$ cat src/rtl/mem_stage_if.sv
// Data-bus interface between the MEM stage and the memory system.
//   bus_req   : access request, held until ack or abort (master -> slave)
//   bus_we    : 1 = write (master -> slave)
//   bus_addr  : word address, low two bits always 0 (master -> slave)
//   bus_wdata : write data (master -> slave)
//   bus_be    : byte enables, lane0 = bits[7:0] (master -> slave)
//   bus_rdata : read data, valid with bus_ack (slave -> master)
//   bus_ack   : one-cycle completion strobe (slave -> master)
interface mem_stage_if;
  logic        bus_req;
  logic        bus_we;
  logic [31:0] bus_addr;
  logic [31:0] bus_wdata;
  logic [3:0]  bus_be;
  logic [31:0] bus_rdata;
  logic        bus_ack;

  modport master (
    output bus_req, bus_we, bus_addr, bus_wdata, bus_be,
    input  bus_rdata, bus_ack
  );

  modport slave (
    input  bus_req, bus_we, bus_addr, bus_wdata, bus_be,
    output bus_rdata, bus_ack
  );
endinterface

$ cat src/rtl/mem_stage.sv
// MEM pipeline stage. Registers EX results and performs LW/LB/SW/SB accesses
// over a req/ack bus. Word loads pass through, byte loads are sign-extended,
// byte stores are replicated across all lanes with a one-hot byte enable.
// Holds IF/ID/EX (mem_busy) while an access is outstanding.
// Ports:
//   clk, rst        : clock, async active-high reset
//   ex_*            : EX stage outputs (result/address, store data, size,
//                     read/write strobes, GPR write enable and index)
//   mem_busy        : stall to upstream, high while in ACCESS
//   bus             : data bus (master side)
//   bus_error       : one-cycle pulse on misaligned word access or timeout
//   wb_*            : write-back to WB, also the MEM->ID forwarding source
module mem_stage #(
  parameter int TIMEOUT = 15  // ACCESS cycles without ack before abort, 0 = none
) (
  input  logic               clk,
  input  logic               rst,
  input  logic [31:0]        ex_result,
  input  logic [31:0]        ex_mem_data,
  input  logic               ex_load_byte,
  input  logic               ex_mem_read,
  input  logic               ex_mem_write,
  input  logic               ex_reg_write,
  input  logic [4:0]         ex_write_reg,
  output logic               mem_busy,
  mem_stage_if.master        bus,
  output logic               bus_error,
  output logic               wb_reg_write,
  output logic [4:0]         wb_write_reg,
  output logic [31:0]        wb_data
);

  localparam int NUM_LANES = 4;
  localparam int CW        = (TIMEOUT > 1) ? $clog2(TIMEOUT) : 1;

  typedef enum logic {IDLE = 1'b0, ACCESS = 1'b1} state_t;

  state_t            r_state;
  logic [CW-1:0]     r_cnt;

  // Stage registers for the fields still needed when the access completes.
  logic [1:0]        r_lane;
  logic              r_byte;
  logic              r_read;
  logic              r_reg_write;
  logic [4:0]        r_write_reg;

  logic              r_bus_req;
  logic              r_bus_we;
  logic [31:0]       r_bus_addr;
  logic [31:0]       r_bus_wdata;
  logic [3:0]        r_bus_be;
  logic              r_bus_error;
  logic              r_wb_reg_write;
  logic [4:0]        r_wb_write_reg;
  logic [31:0]       r_wb_data;

  logic              w_mem_op;
  logic              w_misalign;
  logic              w_timeout;
  logic [NUM_LANES-1:0] w_sb_be;
  logic [31:0]       w_sb_wdata;
  logic [7:0]        w_ld_byte;
  logic [31:0]       w_load_data;

  assign w_mem_op   = ex_mem_read | ex_mem_write;
  assign w_misalign = !ex_load_byte && (ex_result[1:0] != 2'b00);
  assign w_timeout  = (TIMEOUT != 0) && (r_cnt == CW'(TIMEOUT - 1));

  // Byte-lane steering: one-hot enable and replicated data for SB,
  // lane extraction for LB using the latched address offset.
  always_comb begin
    w_sb_be    = '0;
    w_sb_wdata = '0;
    w_ld_byte  = '0;
    for (int k = 0; k < NUM_LANES; k++) begin
      w_sb_be[k]          = (ex_result[1:0] == 2'(k));
      w_sb_wdata[8*k +: 8] = ex_mem_data[7:0];
      if (r_lane == 2'(k)) w_ld_byte = bus.bus_rdata[8*k +: 8];
    end
  end

  assign w_load_data = r_byte ? {{24{w_ld_byte[7]}}, w_ld_byte} : bus.bus_rdata;

  always_ff @(posedge clk or posedge rst) begin
    if (rst) begin
      r_state        <= IDLE;
      r_cnt          <= '0;
      r_lane         <= '0;
      r_byte         <= 1'b0;
      r_read         <= 1'b0;
      r_reg_write    <= 1'b0;
      r_write_reg    <= '0;
      r_bus_req      <= 1'b0;
      r_bus_we       <= 1'b0;
      r_bus_addr     <= '0;
      r_bus_wdata    <= '0;
      r_bus_be       <= '0;
      r_bus_error    <= 1'b0;
      r_wb_reg_write <= 1'b0;
      r_wb_write_reg <= '0;
      r_wb_data      <= '0;
    end else begin
      r_bus_error <= 1'b0;
      case (r_state)
        IDLE: begin
          r_lane      <= ex_result[1:0];
          r_byte      <= ex_load_byte;
          r_read      <= ex_mem_read;
          r_reg_write <= ex_reg_write;
          r_write_reg <= ex_write_reg;
          r_cnt       <= '0;
          if (!w_mem_op) begin
            // r0 is hardwired, so never report a write to it
            r_wb_reg_write <= ex_reg_write && (ex_write_reg != 5'd0);
            r_wb_write_reg <= ex_write_reg;
            r_wb_data      <= ex_result;
          end else if (w_misalign) begin
            r_wb_reg_write <= 1'b0;
            r_bus_error    <= 1'b1;
          end else begin
            r_state        <= ACCESS;
            r_bus_req      <= 1'b1;
            r_bus_we       <= ex_mem_write;
            r_bus_addr     <= {ex_result[31:2], 2'b00};
            // Byte loads fetch the whole word and pick the lane on return.
            r_bus_be       <= (ex_load_byte && ex_mem_write) ? w_sb_be : 4'hF;
            r_bus_wdata    <= (ex_load_byte && ex_mem_write) ? w_sb_wdata : ex_mem_data;
            r_wb_reg_write <= 1'b0;
          end
        end
        ACCESS: begin
          // Ack is checked first so it wins over a timeout in the same cycle.
          if (bus.bus_ack) begin
            r_state        <= IDLE;
            r_bus_req      <= 1'b0;
            r_cnt          <= '0;
            r_wb_reg_write <= r_read && r_reg_write && (r_write_reg != 5'd0);
            r_wb_write_reg <= r_write_reg;
            if (r_read) r_wb_data <= w_load_data;
          end else if (w_timeout) begin
            r_state        <= IDLE;
            r_bus_req      <= 1'b0;
            r_cnt          <= '0;
            r_bus_error    <= 1'b1;
            r_wb_reg_write <= 1'b0;
          end else begin
            r_cnt <= r_cnt + CW'(1);
          end
        end
        default: r_state <= IDLE;
      endcase
    end
  end

  assign mem_busy      = (r_state == ACCESS);
  assign bus.bus_req   = r_bus_req;
  assign bus.bus_we    = r_bus_we;
  assign bus.bus_addr  = r_bus_addr;
  assign bus.bus_wdata = r_bus_wdata;
  assign bus.bus_be    = r_bus_be;
  assign bus_error     = r_bus_error;
  assign wb_reg_write  = r_wb_reg_write;
  assign wb_write_reg  = r_wb_write_reg;
  assign wb_data       = r_wb_data;

endmodule
$ cat src/flat_wrapper.sv
// flat-port wrapper written by rule: the top's interface ports become plain ports
module mem_stage_flat 
#(
  parameter int TIMEOUT = 15                                                     
)
  (clk, rst, ex_result, ex_mem_data, ex_load_byte, ex_mem_read, ex_mem_write, ex_reg_write, ex_write_reg, mem_busy, bus_error, wb_reg_write, wb_write_reg, wb_data, bus_bus_req, bus_bus_we, bus_bus_addr, bus_bus_wdata, bus_bus_be, bus_bus_rdata, bus_bus_ack);
  mem_stage_if bus_i ();
  input  logic clk;
  input  logic rst;
  input  logic [31:0] ex_result;
  input  logic [31:0] ex_mem_data;
  input  logic ex_load_byte;
  input  logic ex_mem_read;
  input  logic ex_mem_write;
  input  logic ex_reg_write;
  input  logic [4:0] ex_write_reg;
  output logic mem_busy;
  output logic bus_error;
  output logic wb_reg_write;
  output logic [4:0] wb_write_reg;
  output logic [31:0] wb_data;
  output wire logic [$bits(bus_i.bus_req)-1:0] bus_bus_req;
  output wire logic [$bits(bus_i.bus_we)-1:0] bus_bus_we;
  output wire logic [$bits(bus_i.bus_addr)-1:0] bus_bus_addr;
  output wire logic [$bits(bus_i.bus_wdata)-1:0] bus_bus_wdata;
  output wire logic [$bits(bus_i.bus_be)-1:0] bus_bus_be;
  input wire logic [$bits(bus_i.bus_rdata)-1:0] bus_bus_rdata;
  input wire logic [$bits(bus_i.bus_ack)-1:0] bus_bus_ack;
  assign bus_bus_req = bus_i.bus_req;
  assign bus_bus_we = bus_i.bus_we;
  assign bus_bus_addr = bus_i.bus_addr;
  assign bus_bus_wdata = bus_i.bus_wdata;
  assign bus_bus_be = bus_i.bus_be;
  assign bus_i.bus_rdata = bus_bus_rdata;
  assign bus_i.bus_ack = bus_bus_ack;
  mem_stage #(.TIMEOUT(TIMEOUT)) u_core (.clk(clk), .rst(rst), .ex_result(ex_result), .ex_mem_data(ex_mem_data), .ex_load_byte(ex_load_byte), .ex_mem_read(ex_mem_read), .ex_mem_write(ex_mem_write), .ex_reg_write(ex_reg_write), .ex_write_reg(ex_write_reg), .mem_busy(mem_busy), .bus(bus_i), .bus_error(bus_error), .wb_reg_write(wb_reg_write), .wb_write_reg(wb_write_reg), .wb_data(wb_data));
endmodule
$ cat config.mk
export PLATFORM = sky130hd
export DESIGN_NAME = mem_stage_flat
export DESIGN_NICKNAME = d
export VERILOG_FILES = /design/src/rtl/mem_stage_if.sv /design/src/rtl/mem_stage.sv /design/src/flat_wrapper.sv
export SDC_FILE = /design/constraint.sdc
export NUM_CORES = 1
export LEC_CHECK = 0
export CELL_PAD_IN_SITES_DETAIL_PLACEMENT = 2
export CELL_PAD_IN_SITES_GLOBAL_PLACEMENT = 2
export CORE_MARGIN = 4
export CORE_UTILIZATION = 26
export DETAILED_ROUTE_END_ITERATION = 8
export PLACE_DENSITY_LB_ADDON = 0.1
export SLEW_MARGIN = 5
export SYNTH_ARGS = -nofsm -noshare
export SYNTH_HDL_FRONTEND = slang
export SYNTH_SLANG_ARGS = --single-unit
export TNS_END_PERCENT = 5
$ cat constraint.sdc
create_clock -name clk -period 5 [get_ports clk]
set_clock_uncertainty 0.1 [all_clocks]
set_input_delay 0.75 -clock clk [delete_from_list [all_inputs] [get_ports clk]]
set_output_delay 0.75 -clock clk [all_outputs]
set_load 0.1 [all_outputs]
==> results.toml <==
[synthesis]
yosys.area_share.xor_xnor_pct = 0.3262
yosys-mux-area-fraction_pct = 13.96
syn_area_per_cell_um2 = 11.10
ys_ff_latch = 122
post_synth_fa_ha_maj_area_fraction_pct = 0.4660
syn_inst = 484
yosys.area_share.simple_pct = 8.248
yosysWarnings = 0
synth_top_family_by_area = "compound AO/OA/AOI/OAI gates"
mappedNetlistArea_um2 = 5370
ys_seq_area_share_pct = 56.85
synth_compound_area_share_pct = 16.01
yosysUniqueCellTypes = 38

[clock_tree]
cts_hold_buffers = 0
path_clk_slew_ns = 0.05
numCtsBuffers = 17
cts_max_level = 4
cts_resized = 0
clk_latency_ns = 0.41
cts_tree = "yes"
post_cts_buffers = 0
clockBufferDepth = 2
cts_root_buf = "clkbuf_16"
clock_sinks = 122

[layout]
layout_common_cells = "clkdlybuf4s50_1, dfrtp_1, a21oi_1"
fill_cells = 2152
final_layout_size_suffix_gt1_share_pct = 13.80
layout_commonest_cell = "clkdlybuf4s50_1"
final_nets = 800
syn_to_final_growth_pct = 54.61

[setup_path]
arrival_ns = 2.66
setup.worst_path.start_class = "flop"
critPathMaxFanout = 17
cp.required_ns = 4.15
worstSetupPathType = "flop to output port"
end_kind = "output port"

[floorplan]
io_pins = 218
row_count = 52
die_w_um = 151.7
fp.coreArea_um2 = 20300
initial_utilization_pct = 26.45
die-area_um2 = 23020
fp.dieH_um = 151.7

[routing]
antenna_left = 0
via_count = 4662
drt-vias-per-instance = 4.786
drt_wl_total_mm = 20.77
drtIter0Drc = 148
dr.pass1.iters = 4
routedWlPerCell_um = 21.32
drc = 0

[global_routing]
antenna_found_initial = 1
grt_pass1_wl_mm = 31.93
gr-total-overflow = 0
grt_max_degree = 94
grt_use_total_pct = 18.54
grt_pass1_vias = 5282

[timing]
drv_slew = 0
min_period_over_period_pct = 70.21
tightestPinTransition_ns = 1.216
rsz0062_at_grt = "false"
hold_viol = 0
setup_viol = 0
timing.final.ws_setup_ns = 1.490
whs_ns = 0.3800
tns_ns = 0
fmax_mhz = 284.9
min_period_ns = 3.510
slew-limit-headroom_pct = 18.85

[placement]
post-place-ws_ns = 1.446
gp_congestion = 0.7542
dp_hpwl_mm = 15.51
portBuffers = 215

[status]
status = "finished, final reports clean"

[flow_run]
cap_violations = 0

[min_path]
min_path_type = "flop to flop"

[power]
total_power_mw = 6.290
power.leakage_nw = 3.350
power_density_nw_per_um2 = 757.6
ir_drop_mv = 0.3434
==> metrics by stage <==
stage / cells / cell area [µm²] / utilization [%]
4_1_cts: 973 / 8300 / 40.89
2_1_floorplan: 485 / 5374 / -
3_3_place_gp: 941 / 7710 / 37.98
3_5_place_dp: 941 / 7710 / 37.98
6_report: 974 / 8303 / 40.90
5_1_grt: 974 / 8303 / 40.90
==> routing by layer <==
layer	global-route usage [%]	wire length [µm]
met1	23.79	8942
met2	29.96	10040
met3	5.979	1497
met4	5.571	291
met5	0	0
==> critical path, stage by stage, from the launching register on <==
cell             delay [ns]
dfrtp_1                0.70
buf_4                  0.35
clkdlybuf4s50_1        1.19
==> area by class of cell <==
class                   count  area, µm²  share of cell area (%)
flip-flops and latches    122       3053                   36.77
repair buffers            220       2190                   26.37
multi-input cells         323       2102                   25.32
clock buffers              21      470.5                   5.666
well taps                 270      337.8                   4.069
clock inverters            11      120.1                   1.447
inverters                   6      27.53                  0.3315
diodes                      1      2.502                 0.03014
==> power by group <==
| part | total (mW) | internal (mW) | switching [mW] |
|---|---|---|---|
| clock | 1.23 | 0.770 | 0.460 |
| combinational | 3.56 | 0.815 | 2.74 |
| sequential | 1.50 | 1.30 | 0.202 |
==> kinds of logic (layout without fill, tap and decap cells) <==
group / Yosys count / count (layout)
multiplexers: 61 / 61
other: 1 / 3
flip-flops: 122 / 122
buffers and inverters: 40 / 258
adder cells (fa/ha/maj): 2 / 2
XOR/XNOR: 2 / 2
AO/OA/AOI/OAI: 157 / 157
AND/OR/NAND/NOR: 99 / 99
==> cells in the mapped netlist <==
master | number | area [µm²]
a21o_1 | 3 | 22.52
o221ai_2 | 1 | 15.01
nand2b_1 | 2 | 12.51
mux4_2 | 6 | 135.1
nand3_1 | 2 | 10.01
nor2_1 | 47 | 176.4
o21ai_0 | 26 | 130.1
conb_1 | 1 | 3.750
clkbuf_1 | 9 | 33.78
o31ai_1 | 1 | 7.510
nand3b_1 | 1 | 7.510
or2_0 | 1 | 6.260
mux2_2 | 49 | 551.8
or4_1 | 2 | 15.01
nor2_2 | 1 | 6.260
o211ai_1 | 2 | 15.01
buf_2 | 13 | 65.06
and3_1 | 9 | 56.30
nand2_1 | 32 | 120.1
buf_4 | 10 | 75.07
buf_6 | 2 | 22.52
ha_1 | 2 | 25.02
a21oi_1 | 99 | 495.5
clkinv_1 | 1 | 3.750
xnor2_1 | 1 | 8.760
xor2_1 | 1 | 8.760
a31oi_1 | 3 | 18.77
a222oi_1 | 6 | 60.06
o21a_1 | 1 | 7.510
o21ba_2 | 1 | 10.01
inv_1 | 5 | 18.77
mux2i_1 | 4 | 40.04
mux2_1 | 2 | 22.52
nor3_4 | 2 | 32.53
o21ai_1 | 12 | 60.06
o2111ai_1 | 1 | 8.760
a22o_1 | 1 | 8.760
dfrtp_1 | 122 | 3053
==> worst paths after layout <==
| path | from | endpoint | slack (ns) | depth (start not counted) |
|---|---|---|---|---|
| setup / recovery | u_core.mem_busy | mem_busy | 1.49 | 2 |
| hold / removal | u_core.wb_data[29] | u_core.wb_data[29] | 0.38 | 2 |
| setup reg to reg | u_core.mem_busy | u_core.wb_data[1] | 1.87 | 6 |
| hold reg to reg | u_core.wb_data[29] | u_core.wb_data[29] | 0.38 | 2 |
| max in group asynchronous | rst | u_core.wb_data[15] | 2.96 | 3 |
| min in group asynchronous | rst | u_core.bus.bus_addr[12] | 0.80 | 2 |
Power figures use the tool's default switching activity.
==> patch, RTL diff (same settings) <==
`TIMEOUT` is set to 15 in 2 places; all go to 30.
--- a/src/rtl/mem_stage.sv
+++ b/src/rtl/mem_stage.sv
@@ -13,3 +13,3 @@
 module mem_stage #(
-  parameter int TIMEOUT = 15  // ACCESS cycles without ack before abort, 0 = none
+  parameter int TIMEOUT = 30  // ACCESS cycles without ack before abort, 0 = none
 ) (
--- a/src/flat_wrapper.sv
+++ b/src/flat_wrapper.sv
@@ -3,3 +3,3 @@
 #(
-  parameter int TIMEOUT = 15                                                     
+  parameter int TIMEOUT = 30                                                     
 )
Formal check against the unedited RTL: no difference found for any inputs over 4 cycles, from zero or initial values and one cycle with rst high; that may be too few to reach the edited logic, so the function may still have changed.
==> patch against the original RTL <==
Sequential cell count grew 1. Critical path type is now primary input to register. Largest power group unchanged. Worst setup slack gained 0.29 ns. Synthesized area rose by 1.2%. Total power is 1.9% lower. Sequential power about the same. Highest routed layer is now met5. Design area is 0.27% lower. Wire length fell by 2.6%.
==> patch: results (changes against the original RTL) <==
[grt]
initial_antenna_violation_count=2  ; was 1
global_route.usage.total_pct=17.3  ; was 18.5%
largest_net_degree_at_the_start_of_global_routing=99  ; was 94

[worst_setup_path]
ff2ff_setup_slack_ns=2.16  ; was 1.87 ns
crit_reg_reg_endpoint=u_core.wb_data[9]  ; was u_core.wb_data[1]
critical_path_class=primary input to register  ; was register to output port
setup.worst_path.start=ex_mem_write  ; was u_core.mem_busy

[timing]
worst_pin_slew_ns=1.21  ; was 1.22 ns
hold_slack_ns=0.390  ; was 0.380 ns

[synth]
synth_xor_xnor_area_share_pct=0.483  ; was 0.326%
netlist-cell-type-count=41  ; was 38
synthMuxAreaShare_pct=13.4  ; was 14.0%
synth_commonest_cells=dfrtp_1 (123), a21oi_1 (98), mux2_2 (51), nor2_1 (48), nand2_1 (32)  ; was dfrtp_1 (122), a21oi_1 (99), mux2_2 (49), nor2_1 (47), nand2_1 (32)

[detailed_routing]
vias=4687  ; was 4662
wl_per_cell_microns=20.7  ; was 21.3 microns
post_detailed_routing_wire_length_mm=20.2  ; was 20.8 mm
drt_first_iter_violations=153  ; was 148

[min_path]
min-delay-start=u_core.wb_data[23]  ; was u_core.wb_data[29]

[run_status]
status=finished, final reports clean  ; unchanged

[finish]
layout.nets=806  ; was 800
post_route_core_utilization_pct=40.5  ; was 40.9%
antenna_cells_inserted=0  ; was 1
fill_cells=2133  ; was 2152

[placement]
half_perimeter_wire_length_after_placement_mm=15.1  ; was 15.5 mm
post-place-cells=947  ; was 941
post-place-ws_ns=1.38  ; was 1.45 ns

-- patch: cell count changes in the layout (fill, tap and decap cells not counted), sizes merged, moves of 2 or more --
cell / delta
bufinv: -2
mux2: +2
clkinvlp: -3
mux2i: -2
a22o: +2
-- patch: worst max-delay path: stages --
cell	delay, ns
clkdlybuf4s50_1	0.72
nor3_4	0.80
or2_1	0.71
o21ai_0	0.23
o21ai_0	0.22
-- patch: cell type report --
cell class / count / share of cell area [%]
well taps: 270 / 4.08
flip-flops and latches: 123 / 37.2
inverters: 6 / 0.332
multi-input cells: 329 / 25.8
clock buffers: 21 / 5.68
repair buffers: 219 / 26.4
clock inverters: 8 / 0.574
-- patch: per-layer routing --
layer / vias to the layer above / GRT usage (%) / routed length (microns) / part of all wire, %
li1: 2164 / - / - / -
met1: 2367 / 20.9 / 8530 / 42
met2: 136 / 29.6 / 10200 / 50
met3: 16 / 6.13 / 1320 / 6.5
met4: 4 / 4.41 / 194 / 0.96
met5: - / 0 / 21 / 0.10
